==> src/rtl/alu_multicycle.sv <==
// alu_multicycle
//   Execute-stage ALU with a start/busy/done handshake.
//   - Single-cycle ops finish on the edge after they are accepted.
//   - MUL and DIV iterate for WIDTH cycles on operand magnitudes.
//   - The sign is applied when the operation completes.
//   - The flag register persists across ops, so BRFL sees earlier results.
//
// Ports
//   clk          rising-edge clock
//   reset        asynchronous, active-low; clears all state
//   start        launch request, sampled only while idle
//   op           5-bit opcode
//   data1/data2  signed operands, captured on the accepting edge
//   busy         high from the accepting edge through the done cycle
//   done         one-cycle completion pulse
//   result       registered result
//   zero         registered zero indication
//   flags        {error, equal, below, above, overflow}
//   branch_taken registered BRFL outcome
module alu_multicycle #(
  parameter int WIDTH = 32,
  parameter int SHW   = $clog2(WIDTH)
) (
  input  logic                    clk,
  input  logic                    reset,
  input  logic                    start,
  input  logic [4:0]              op,
  input  logic signed [WIDTH-1:0] data1,
  input  logic signed [WIDTH-1:0] data2,
  output logic                    busy,
  output logic                    done,
  output logic [WIDTH-1:0]        result,
  output logic                    zero,
  output logic [4:0]              flags,
  output logic                    branch_taken
);

  localparam int CW = $clog2(WIDTH + 1);

  localparam logic [4:0] OP_LW_1 = 5'd0,  OP_LW_2 = 5'd1,  OP_LW_3 = 5'd2,  OP_SW_1 = 5'd3;
  localparam logic [4:0] OP_SW_2 = 5'd4,  OP_MOV  = 5'd5,  OP_ADD  = 5'd6,  OP_SUB  = 5'd7;
  localparam logic [4:0] OP_MUL  = 5'd8,  OP_DIV  = 5'd9,  OP_AND  = 5'd10, OP_OR   = 5'd11;
  localparam logic [4:0] OP_SHL  = 5'd12, OP_SHR  = 5'd13, OP_CMP  = 5'd14, OP_NOT  = 5'd15;
  localparam logic [4:0] OP_JR   = 5'd16, OP_JPC  = 5'd17, OP_BRFL = 5'd18, OP_CALL = 5'd19;
  localparam logic [4:0] OP_RET  = 5'd20, OP_NOP  = 5'd21;

  typedef enum logic [1:0] {IDLE = 2'd0, MULT = 2'd1, DIVD = 2'd2} state_t;

  state_t           state_q, state_d;
  logic [CW-1:0]    cnt_q, cnt_d;
  logic [WIDTH-1:0] opa_q, opa_d;   // multiplicand or divisor magnitude
  logic [WIDTH-1:0] hi_q, hi_d;     // product high half or partial remainder
  logic [WIDTH-1:0] lo_q, lo_d;     // multiplier/product low half or dividend/quotient
  logic             neg_q, neg_d;   // sign to apply at completion
  logic             busy_q, busy_d, done_q, done_d;
  logic [WIDTH-1:0] result_q, result_d;
  logic             zero_q, zero_d, bt_q, bt_d;
  logic [4:0]       flags_q, flags_d;

  // Operand views and single-cycle arithmetic
  logic [WIDTH-1:0] a_u, b_u, mag_a, mag_b, add_res, sub_res;
  logic             add_ovf, sub_ovf;

  assign a_u     = data1;
  assign b_u     = data2;
  assign mag_a   = data1[WIDTH-1] ? -a_u : a_u;   // MIN maps to 2^(WIDTH-1) unsigned
  assign mag_b   = data2[WIDTH-1] ? -b_u : b_u;
  assign add_res = a_u + b_u;
  assign sub_res = a_u - b_u;
  assign add_ovf = (a_u[WIDTH-1] == b_u[WIDTH-1]) && (add_res[WIDTH-1] != a_u[WIDTH-1]);
  assign sub_ovf = (a_u[WIDTH-1] != b_u[WIDTH-1]) && (sub_res[WIDTH-1] != a_u[WIDTH-1]);

  // One shift-add multiply step: conditionally add, then shift {hi,lo} right
  logic [WIDTH:0]     mul_sum;
  logic [WIDTH-1:0]   mul_hi_nx, mul_lo_nx;
  logic [2*WIDTH-1:0] mul_mag, mul_full;
  logic               mul_ovf;

  assign mul_sum   = {1'b0, hi_q} + (lo_q[0] ? {1'b0, opa_q} : '0);
  assign mul_hi_nx = mul_sum[WIDTH:1];
  assign mul_lo_nx = {mul_sum[0], lo_q[WIDTH-1:1]};
  assign mul_mag   = {mul_hi_nx, mul_lo_nx};
  assign mul_full  = neg_q ? -mul_mag : mul_mag;
  // Overflow when the full product is not the sign extension of its low half
  assign mul_ovf   = mul_full[2*WIDTH-1:WIDTH] != {WIDTH{mul_full[WIDTH-1]}};

  // One restoring divide step: shift in next dividend bit, try subtract
  logic [WIDTH:0]   div_shift, div_diff;
  logic             div_ge, div_ovf;
  logic [WIDTH-1:0] div_rem_nx, div_quo_nx, div_res;

  assign div_shift  = {hi_q, lo_q[WIDTH-1]};
  assign div_diff   = div_shift - {1'b0, opa_q};
  assign div_ge     = div_shift[WIDTH] | ~div_diff[WIDTH];
  assign div_rem_nx = div_ge ? div_diff[WIDTH-1:0] : div_shift[WIDTH-1:0];
  assign div_quo_nx = {lo_q[WIDTH-2:0], div_ge};
  assign div_res    = neg_q ? -div_quo_nx : div_quo_nx;
  // A positive quotient of magnitude 2^(WIDTH-1) only arises from MIN / -1
  assign div_ovf    = div_quo_nx[WIDTH-1] & ~neg_q;

  // Results of every op that completes on the edge after acceptance
  logic [WIDTH-1:0] sc_result;
  logic [4:0]       sc_flags;
  logic             sc_zero, sc_bt, sc_zero_op;

  always_comb begin
    sc_result  = '0;
    sc_flags   = flags_q;
    sc_bt      = 1'b0;
    sc_zero_op = 1'b0;
    case (op)
      OP_LW_1, OP_JPC: sc_result = add_res;
      OP_SW_1:         sc_result = a_u + WIDTH'(8);
      OP_LW_2, OP_LW_3, OP_SW_2, OP_JR, OP_CALL, OP_RET: sc_result = a_u;
      OP_NOP, OP_MUL:  sc_result = '0;  // MUL always takes the iterative path
      OP_MOV:          sc_result = WIDTH'({a_u[4:0], b_u[4:0]});
      OP_ADD: begin
        sc_result  = add_res;
        sc_flags   = {add_ovf, 3'b000, add_ovf};
        sc_zero_op = 1'b1;
      end
      OP_SUB: begin
        sc_result  = sub_res;
        sc_flags   = {sub_ovf, 3'b000, sub_ovf};
        sc_zero_op = 1'b1;
      end
      OP_AND: begin
        sc_result  = a_u & b_u;
        sc_zero_op = 1'b1;
      end
      OP_OR: begin
        sc_result  = a_u | b_u;
        sc_zero_op = 1'b1;
      end
      OP_NOT:          sc_result = ~a_u;
      OP_SHL:          sc_result = a_u << b_u[SHW-1:0];
      OP_SHR:          sc_result = a_u >> b_u[SHW-1:0];
      OP_CMP:          sc_flags  = {1'b0, data1 == data2, data1 < data2, data1 > data2, 1'b0};
      OP_BRFL: begin
        sc_bt     = (flags_q == b_u[4:0]);
        sc_result = sc_bt ? a_u : '0;
      end
      OP_DIV: begin    // only reached for a zero divisor
        sc_flags   = 5'b10000;
        sc_zero_op = 1'b1;
      end
      default:         sc_flags  = 5'b10000;
    endcase
    sc_zero = sc_zero_op && (sc_result == '0);
  end

  always_comb begin
    state_d  = state_q;
    cnt_d    = cnt_q;
    opa_d    = opa_q;
    hi_d     = hi_q;
    lo_d     = lo_q;
    neg_d    = neg_q;
    busy_d   = 1'b0;
    done_d   = 1'b0;
    result_d = result_q;
    zero_d   = zero_q;
    flags_d  = flags_q;
    bt_d     = bt_q;
    case (state_q)
      IDLE: begin
        if (start) begin
          busy_d = 1'b1;
          cnt_d  = '0;
          hi_d   = '0;
          neg_d  = data1[WIDTH-1] ^ data2[WIDTH-1];
          if (op == OP_MUL) begin
            state_d = MULT;
            opa_d   = mag_a;
            lo_d    = mag_b;
          end else if (op == OP_DIV && b_u != '0) begin
            state_d = DIVD;
            opa_d   = mag_b;
            lo_d    = mag_a;
          end else begin
            done_d   = 1'b1;
            result_d = sc_result;
            zero_d   = sc_zero;
            flags_d  = sc_flags;
            bt_d     = sc_bt;
          end
        end
      end
      MULT: begin
        busy_d = 1'b1;
        hi_d   = mul_hi_nx;
        lo_d   = mul_lo_nx;
        cnt_d  = cnt_q + CW'(1);
        if (cnt_q == CW'(WIDTH - 1)) begin
          state_d  = IDLE;
          done_d   = 1'b1;
          result_d = mul_full[WIDTH-1:0];
          zero_d   = (mul_full[WIDTH-1:0] == '0);
          flags_d  = {mul_ovf, 3'b000, mul_ovf};
          bt_d     = 1'b0;
        end
      end
      DIVD: begin
        busy_d = 1'b1;
        hi_d   = div_rem_nx;
        lo_d   = div_quo_nx;
        cnt_d  = cnt_q + CW'(1);
        if (cnt_q == CW'(WIDTH - 1)) begin
          state_d  = IDLE;
          done_d   = 1'b1;
          result_d = div_res;
          zero_d   = (div_res == '0);
          flags_d  = {div_ovf, 3'b000, div_ovf};
          bt_d     = 1'b0;
        end
      end
      default: state_d = IDLE;
    endcase
  end

  always_ff @(posedge clk or negedge reset) begin
    if (!reset) begin
      state_q  <= IDLE;
      cnt_q    <= '0;
      opa_q    <= '0;
      hi_q     <= '0;
      lo_q     <= '0;
      neg_q    <= 1'b0;
      busy_q   <= 1'b0;
      done_q   <= 1'b0;
      result_q <= '0;
      zero_q   <= 1'b0;
      flags_q  <= '0;
      bt_q     <= 1'b0;
    end else begin
      state_q  <= state_d;
      cnt_q    <= cnt_d;
      opa_q    <= opa_d;
      hi_q     <= hi_d;
      lo_q     <= lo_d;
      neg_q    <= neg_d;
      busy_q   <= busy_d;
      done_q   <= done_d;
      result_q <= result_d;
      zero_q   <= zero_d;
      flags_q  <= flags_d;
      bt_q     <= bt_d;
    end
  end

  assign busy         = busy_q;
  assign done         = done_q;
  assign result       = result_q;
  assign zero         = zero_q;
  assign flags        = flags_q;
  assign branch_taken = bt_q;

endmodule

==> config.mk <==
export PLATFORM = sky130hd
export DESIGN_NAME = alu_multicycle
export DESIGN_NICKNAME = d
export VERILOG_FILES = /design/src/rtl/alu_multicycle.sv
export SDC_FILE = /design/constraint.sdc
export NUM_CORES = 1
export LEC_CHECK = 0
export ABC_AREA = 0
export CORE_MARGIN = 1
export CORE_UTILIZATION = 38
export CTS_BUF_LIST = sky130_fd_sc_hd__clkbuf_4 sky130_fd_sc_hd__clkbuf_8
export CTS_CLUSTER_SIZE = 30
export DETAILED_ROUTE_END_ITERATION = 16
export SYNTH_ARGS = -nofsm -noshare
export SYNTH_HDL_FRONTEND = slang
export SYNTH_SLANG_ARGS = --single-unit
export TNS_END_PERCENT = 10
==> constraint.sdc <==
create_clock -name clk -period 8.3 [get_ports clk]
set_input_delay 2.075 -clock clk [delete_from_list [all_inputs] [get_ports clk]]
set_output_delay 2.075 -clock clk [all_outputs]
set_load 0.05 [all_outputs]
==> parameters.txt, run 1 <==
Parameter                              Value

Finish
  Number of filler cells placed in the layout ... 6894
  Area overhead of the layout relative to synthesis ... 8.624%
  Number of nets in the layout ... 3742
  Final instance area ... 27440 sq um
  Multi-input combinational cell area ... 19950 sq um
  FF/Latch Area ... 3657 sq um
  Number of standard cells in the final layout excluding fillers ... 4372
  Share of final-layout standard cells stronger than drive strength 1 ... 7.673%

Power
  Leakage power summed over all cells ... 11.00 nW
  PnR Total Power ... 6.349 mW
  Pwr dens ... 231.4 nW/um^2
  Worst-case vdd ir drop ... 0.1566 mV

Floorplanning
  Row count ... 94
  Floorplan die area ... 67510 sq um
  Die W ... 259.8 microns
  Vert. Die Dim ... 259.8 microns
  Initial core utilization ... 38.42%
  Core area ... 65750 sq um
  Number of ports placed on the die boundary ... 113

Setup path
  Critical path data required time ... 8.79 ns
  Cells along the critical path ... clkdlybuf4s50_1 -> inv_1 -> ha_1 -> a2111oi_0 -> o21ai_0 -> nand2b_1 -> a32oi_1 -> a41o_1 -> a21o_1 -> a31oi_1 -> o21bai_1 -> a21oi_1 -> mux2i_1 -> a221o_1 -> nor4b_1 -> nand3_1 -> o211ai_1
  Arrival time reported for the critical path endpoint ... 7.59 ns
  Setup crit end kind ... register
  Critical path's largest stage delay ... 0.82 ns
  Worst Setup Path Type ... in2reg
  Buffer and inverter count on the worst path ... 2
  Path depth of the worst reg2reg path ... 26
  Type of origin of the critical path ... input pin
  Instance count on the critical path ... 17
  CP Max Fanout ... 13
  Highest-delay cell along the critical path ... clkdlybuf4s50_1
  Top delay family on crit path ... compound AO/OA/AOI/OAI gates

STA
  Number of failing setup endpoints in the final timing report ... 0
  Final period demand of the worst path ... 7.101 ns
  Post-route clock period utilization ... 85.56%
  Maximum achievable frequency ... 0.1408 GHz
  Unrepaired setup endpoints after global routing ... false
  Transition time of the tightest slew-check pin ... 1.138 ns
  Summed negative setup slack over all endpoints ... 0 ns
  Setup ws final ... 1.199 ns
  Post-Route Skew ... 0.02119 ns
  Final slew viol count ... 0
  Final count of hold timing violations ... 0
  Slew Limit Headroom ... 23.04%

Global routing
  Pin count of the biggest net entering global routing ... 84
  Vias in the first global route ... 26000
  Overall track demand over capacity in global routing ... 33.51%
  Global-route wire length before repair ... 171100 microns
  Overflow after GRT ... 0
  Antenna violations before repair ... 3

Logic synthesis
  Cell area after synthesis ... 25260 sq um
  Most frequently used cell type in the post-synthesis netlist ... nor2_1
  Leading register cell type out of synthesis ... dfrtp_1
  Average cell area after synthesis ... 7.085 sq um
  Top cell type's share of synthesized area ... 14.46%
  Synthesized Nets ... 3814
  Yosys cell types ... 96
  Cell taking the most area after synthesis ... dfrtp_1
  Syn. warnings ... 0
  Top post-synthesis cells by count ... nor2_1, nand2_1, o21ai_0, a21oi_1, clkbuf_1
  Number of synthesized register bits ... 146
  Top cells by area in the synthesized netlist ... dfrtp_1, ha_1, o21ai_0, xnor2_1, a21oi_1
  Async set-or-reset flop fraction in the synthesized netlist ... 100.0%
  Instance count of the mapped netlist ... 3565
  Share of the yosys chip area belonging to registers ... 14.46%
  Number of synthesized flops with an enable pin ... 0

Hold path
  Worst hold path type ... reg2reg
  Worst hold path depth ... 1

Clock network
  TritonCTS buffer count ... 17
  Clock-pin slew on the worst setup and hold paths ... 0.10 ns
  Buffer levels on the longest clock path ... 2
  H-tree depth reported by CTS ... 4
  CTS tree ... done
  Skew-Pair Late Insertion Delay ... 0.57 ns
  Post-CTS Hold Fix Bufs ... 0
  Cell at the root of the clock tree ... clkbuf_8
  Number of clock sinks seen by CTS ... 146
  Resize count post-CTS ... 0
  Post CTS Setup Buffer Count ... 0

Routing
  First DRT Iteration DRCs ... 3183
  First-pass iteration count of the detailed router ... 8
  Routed via count ... 28310
  Via-per-instance ratio ... 6.474
  Post-route antenna net violation count ... 0
  Remaining design rule violation count ... 0
  Avg WL per Cell ... 26.27 microns
  Total detailed-routing wirelength ... 114800 microns

Place
  Placed Instance Area ... 27020 sq um
  Placed Cells incl. Taps ... 4338
  Dpl hpwl ... 89470 microns
  Count of input and output buffers ... 112
  Worst slack at placement ... 0.8179 ns
  Final estimated routing congestion in global placement ... 1.039

Run status
  Outcome ... finished, final reports clean

Flow run
  Max Cap Violations ... 0
per-layer routing:
layer / up-vias / global-route usage (%) / part of all wire [%]
met3: 308 / 5.224 / 8.7
met4: 2 / 17.30 / 5.8
met1: 13570 / 43.71 / 41
met2: 1458 / 53.24 / 45
met5: - / 0 / 0.010
li1: 12970 / - / -
final timing paths:
kind | from | end | slack [ns]
setup reg to reg | lo_q[31] | zero | 1.46
setup / recovery | data1[4] | zero | 1.20
hold / removal | result[11] | result[11] | 0.48
max in group asynchronous | reset | neg_q | 5.22
hold reg to reg | result[11] | result[11] | 0.48
min in group asynchronous | reset | hi_q[27] | 1.56
cells in the final DEF (no fill, tap or decap), drive strengths merged, types with 51 or more instances in the layout:
master         instances
o21ai                349
ha                   173
clkdlybuf4s50        108
a22oi                 51
a21o                  56
mux2i                 66
nor2                 386
nand3                 69
nor3                  85
xnor2                179
mux4                  51
a21oi                290
inv                  160
dfrtp                146
nand2                364
buf                   88
sequential cells by signal, indices dropped and copies added, names as in the netlist:
name	cells
neg_q	1
opa_q	32
state_q	2
lo_q	32
cnt_q	6
done	1
zero	1
busy	1
hi_q	32
flags	5
result	32
branch_taken	1
per-stage QoR:
| step | utilization (%) | hold WS, ns |
|---|---|---|
| 2_1_floorplan | - | 0.4498 |
| 3_3_place_gp | 41.10 | 0.4628 |
| 3_5_place_dp | 41.10 | 0.4658 |
| 4_1_cts | 41.73 | 0.4897 |
| 5_1_grt | 41.73 | 0.5085 |
| 6_report | 41.73 | 0.4836 |
report_power, final:
part | total [mW] | internal (mW) | switching, mW
Sequential | 1.38 | 0.939 | 0.438
Clock | 0.627 | 0.279 | 0.348
Combinational | 4.34 | 1.50 | 2.85
logic make-up (layout without fill, tap and decap cells):
kind of cell | after synthesis | after routing | share of synthesized area [%]
and+or+nand+nor | 1208 | 1208 | 22.40
other | 0 | 2 | 0
muxes | 137 | 137 | 8.054
AOI/OAI and AO/OA | 1227 | 1227 | 31.61
DFF | 146 | 146 | 14.46
xor gates and xnor gates | 225 | 225 | 7.802
adders and majority gates | 177 | 177 | 8.886
buffers and inverters | 445 | 386 | 6.781
cell type report:
cell class	instances	area share [%]
diodes	2	0.01824
clock inverters	14	0.6247
multi-input cells	2974	72.70
clock buffers	18	0.8801
well taps	864	3.940
repair buffers	196	6.343
flip-flops and latches	146	13.33
inverters	158	2.162
Power figures use the tool's default switching activity.
==> inputs of run 2 (changes only) <==
--- a/config.mk
+++ b/config.mk
@@ -8,7 +8,6 @@
 export ABC_AREA = 0
 export CORE_MARGIN = 1
 export CORE_UTILIZATION = 38
-export CTS_BUF_LIST = sky130_fd_sc_hd__clkbuf_4 sky130_fd_sc_hd__clkbuf_8
 export CTS_CLUSTER_SIZE = 30
 export DETAILED_ROUTE_END_ITERATION = 16
 export SYNTH_ARGS = -nofsm -noshare
==> constraint.sdc (replaced) <==
create_clock -name clk -period 7.8 [get_ports clk]
set_input_delay 1.95 -clock clk [delete_from_list [all_inputs] [get_ports clk]]
set_output_delay 1.95 -clock clk [all_outputs]
set_load 0.05 [all_outputs]
==> parameters.txt, run 2 (same netlist as run 1, synthesis figures left out) <==
Parameter                              Value

Routing
  Remaining design rule violation count ... 0 (unchanged)
  Amount of wire on met2 after detailed routing ... 51740 microns (was 51320 microns)
  Uppermost layer routed ... met5 (unchanged)
  Total detailed-routing wirelength ... 115800 microns (was 114800 microns)
  Routed via count ... 28450 (was 28310)
  Met3 wire length ... 10240 microns (was 10000 microns)
  Via-per-instance ratio ... 6.505 (was 6.474)
  Post-route antenna net violation count ... 0 (unchanged)
  Length of routed wiring on met1 ... 48130 microns (was 46800 microns)
  First-pass iteration count of the detailed router ... 7 (was 8)
  First DRT Iteration DRCs ... 3834 (was 3183)
  Avg WL per Cell ... 26.48 microns (was 26.27 microns)

Power
  PnR Total Power ... 6.951 mW (was 6.349 mW)
  Leakage power summed over all cells ... 11.09 nW (was 11.00 nW)
  Clock network fraction of total power ... 12.3% (was 9.9%)
  Power share of the sequential group ... 21.6% (was 21.7%)
  Internal cell power ... 3.051 mW (was 2.717 mW)
  Proportion of power drawn by combinational gates ... 66.1% (was 68.4%)
  Reported net switching power ... 3.900 mW (was 3.632 mW)
  Switching share of power ... 56.10% (was 57.21%)
  Worst-case vdd ir drop ... 0.2095 mV (was 0.1566 mV)
  Pwr dens ... 251.7 nW/um^2 (was 231.4 nW/um^2)

Setup path
  Cell repeated most along the worst path ... nand3_1
  Cells along the critical path ... clkdlybuf4s50_1 -> nand2b_1 -> nor2_1 -> a21oi_1 -> nor2_2 -> buf_4 -> a22oi_1 -> nand2_1 -> a211oi_1 -> nand3_1 -> nor3_1 -> nand4_1 -> or4_1 -> nor4_1 -> nand3_1 -> o211ai_1 (was clkdlybuf4s50_1 -> inv_1 -> ha_1 -> a2111oi_0 -> o21ai_0 -> nand2b_1 -> a32oi_1 -> a41o_1 -> a21o_1 -> a31oi_1 -> o21bai_1 -> a21oi_1 -> mux2i_1 -> a221o_1 -> nor4b_1 -> nand3_1 -> o211ai_1)
  Path depth of the worst reg2reg path ... 26 (unchanged)
  Highest-delay cell along the critical path ... a211oi_1 (was clkdlybuf4s50_1)
  Buffer and inverter count on the worst path ... 2 (unchanged)
  Worst Setup Path Type ... in2reg (unchanged)
  Worst R2R End ... zero (unchanged)
  CP Max Fanout ... 32 (was 13)
  Reg2Reg Setup Slack ... 0.87 ns (was 1.46 ns)
  Arrival time reported for the critical path endpoint ... 7.37 ns (was 7.59 ns)
  Critical path's largest stage delay ... 1.00 ns (was 0.82 ns)
  R2R Path Start ... lo_q[31] (unchanged)
  Setup crit end kind ... register (unchanged)
  Type of origin of the critical path ... input pin (unchanged)
  Top delay family on crit path ... simple AND/OR/NAND/NOR gates (was compound AO/OA/AOI/OAI gates)
  Critical path data required time ... 8.20 ns (was 8.79 ns)

Floorplanning
  Number of ports placed on the die boundary ... 113 (unchanged)
  Core area ... 65750 sq um (unchanged)
  Floorplan die area ... 67510 sq um (unchanged)
  Die W ... 259.8 microns (unchanged)
  Initial core utilization ... 38.42% (unchanged)
  Vert. Die Dim ... 259.8 microns (unchanged)
  Row count ... 94 (unchanged)

STA
  Summed negative setup slack over all endpoints ... 0 ns (unchanged)
  Transition time of the tightest slew-check pin ... 1.223 ns (was 1.138 ns)
  Maximum achievable frequency ... 0.1436 GHz
  Unrepaired setup endpoints after global routing ... false (unchanged)
  Final period demand of the worst path ... 6.965 ns
  Final slew viol count ... 0 (unchanged)
  Post-Route Skew ... 0.01578 ns (was 0.02119 ns)
  Post-route clock period utilization ... 89.30%
  Setup ws final ... 0.8349 ns (was 1.199 ns)
  Final count of hold timing violations ... 0 (unchanged)
  Number of failing setup endpoints in the final timing report ... 0 (unchanged)
  Slew Limit Headroom ... 17.96% (was 23.04%)

Run status
  Outcome ... finished, final reports clean (unchanged)

Hold path
  Worst hold path type ... reg2reg (unchanged)
  Worst hold path depth ... 2 (was 1)
  Beginning of the worst hold path ... opa_q[5] (was result[11])
  Endpoint with the worst hold slack ... opa_q[5] (was result[11])

Finish
  Most common cell after layout, fill and taps aside ... nor2_1 (unchanged)
  Number of filler cells placed in the layout ... 6880 (was 6894)
  Area overhead of the layout relative to synthesis ... 9.327% (was 8.624%)
  Top library cells by usage in the layout, fill and taps aside ... nor2_1, nand2_1, o21ai_0 (unchanged)
  Fraction of the core area covered by cells at the end of the flow ... 42.00% (was 41.73%)
  Number of nets in the layout ... 3744 (was 3742)
  Share of final-layout standard cells stronger than drive strength 1 ... 7.668% (was 7.673%)

Clock network
  Number of clock sinks seen by CTS ... 146 (unchanged)
  Resize count post-CTS ... 0 (unchanged)
  Post CTS Setup Buffer Count ... 0 (unchanged)
  Post-CTS Hold Fix Bufs ... 0 (unchanged)
  Skew-Pair Late Insertion Delay ... 0.48 ns (was 0.57 ns)
  H-tree depth reported by CTS ... 4 (unchanged)
  TritonCTS buffer count ... 17 (unchanged)
  CTS tree ... done (unchanged)
  Buffer levels on the longest clock path ... 2 (unchanged)
  Cell at the root of the clock tree ... clkbuf_16 (was clkbuf_8)
  Clock-pin slew on the worst setup and hold paths ... 0.07 ns (was 0.10 ns)

Place
  Dpl hpwl ... 90620 microns (was 89470 microns)
  Final estimated routing congestion in global placement ... 1.046 (was 1.039)
  Count of input and output buffers ... 112 (unchanged)
  Worst slack at placement ... 0.5823 ns (was 0.8179 ns)

Global routing
  Overflow after GRT ... 0 (unchanged)
  Overall track demand over capacity in global routing ... 33.75% (was 33.51%)
  Global-route wire length before repair ... 172400 microns (was 171100 microns)
  Pin count of the biggest net entering global routing ... 84 (unchanged)
  Vias in the first global route ... 25970 (was 26000)
  Antenna violations before repair ... 4 (was 3)

Flow run
  Max Cap Violations ... 0 (unchanged)
## run 2: stage by stage
| stage | std cells | hold slack, ns | area, sq um |
|---|---|---|---|
| 5_1_grt | 4373 | 0.5037 | 27610 |
| 2_1_floorplan | 3565 | 0.4498 | 25260 |
| 4_1_cts | 4372 | 0.4868 | 27610 |
| 3_3_place_gp | 4340 | 0.4640 | 27030 |
| 3_5_place_dp | 4340 | 0.4696 | 27030 |
| 6_report | 4374 | 0.4797 | 27620 |
## run 2: worst max path at each step
stage | slack, ns | endpoint | from | depth (start not counted)
2_1_floorplan | 1.14 | zero | data2[2] | 20
3_3_place_gp | 0.54 | zero | op[2] | 16
3_5_place_dp | 0.58 | zero | op[2] | 16
4_1_cts | 0.97 | zero | lo_q[31] | 26
5_1_grt | 0.38 | zero | lo_q[31] | 26
6_report | 0.83 | zero | op[2] | 16
## run 2: area by class of cell
type | count | area (sq um) | area share [%]
inverter | 158 | 593.1 | 2.148
sequential | 146 | 3657 | 13.24
clock buffer | 21 | 460.4 | 1.667
clock inverter | 11 | 115.1 | 0.4168
antenna | 2 | 5.005 | 0.01812
multi-input combinational | 2974 | 19950 | 72.24
timing repair buffer | 198 | 1755 | 6.357
tap | 864 | 1081 | 3.915
## run 2: power by group through the flow
stage	Combinational [mW]	Clock [mW]	Sequential (mW)
after global routing	4.93	0.899	1.53
after global placement	4.48	0	1.49
after detailed placement	4.47	0	1.49
after floorplan	3.04	0	1.41
after CTS	4.50	0.868	1.48
final	4.59	0.856	1.50
## run 2: worst reg2reg max path: stages (launching register included)
cell and delay (ns):
dfrtp_1 0.50, inv_1 0.14, ha_1 0.20, inv_1 0.06, fa_1 0.41, a21o_1 0.18
a21oi_1 0.23, o21ba_2 0.20, a211o_1 0.25, a21oi_1 0.19, o2111ai_1 0.23, nand2_1 0.18
a21oi_1 0.25, o21a_2 0.16, ha_1 0.36, inv_1 0.20, o31ai_1 0.31, xnor2_1 0.12
or4_1 0.54, nor4_1 0.41, nand2_1 0.09, nor3_1 0.16, nand3_1 0.10, or3_1 0.34
a2111oi_0 0.33, or4b_1 0.52, o211ai_1 0.18
## run 2: metal layers
layer / global-route usage, % / vias to the layer above
li1: - / 12980
met1: 45.42 / 13670
met2: 52.99 / 1556
met3: 5.078 / 246
met4: 15.33 / 2
met5: 0 / -
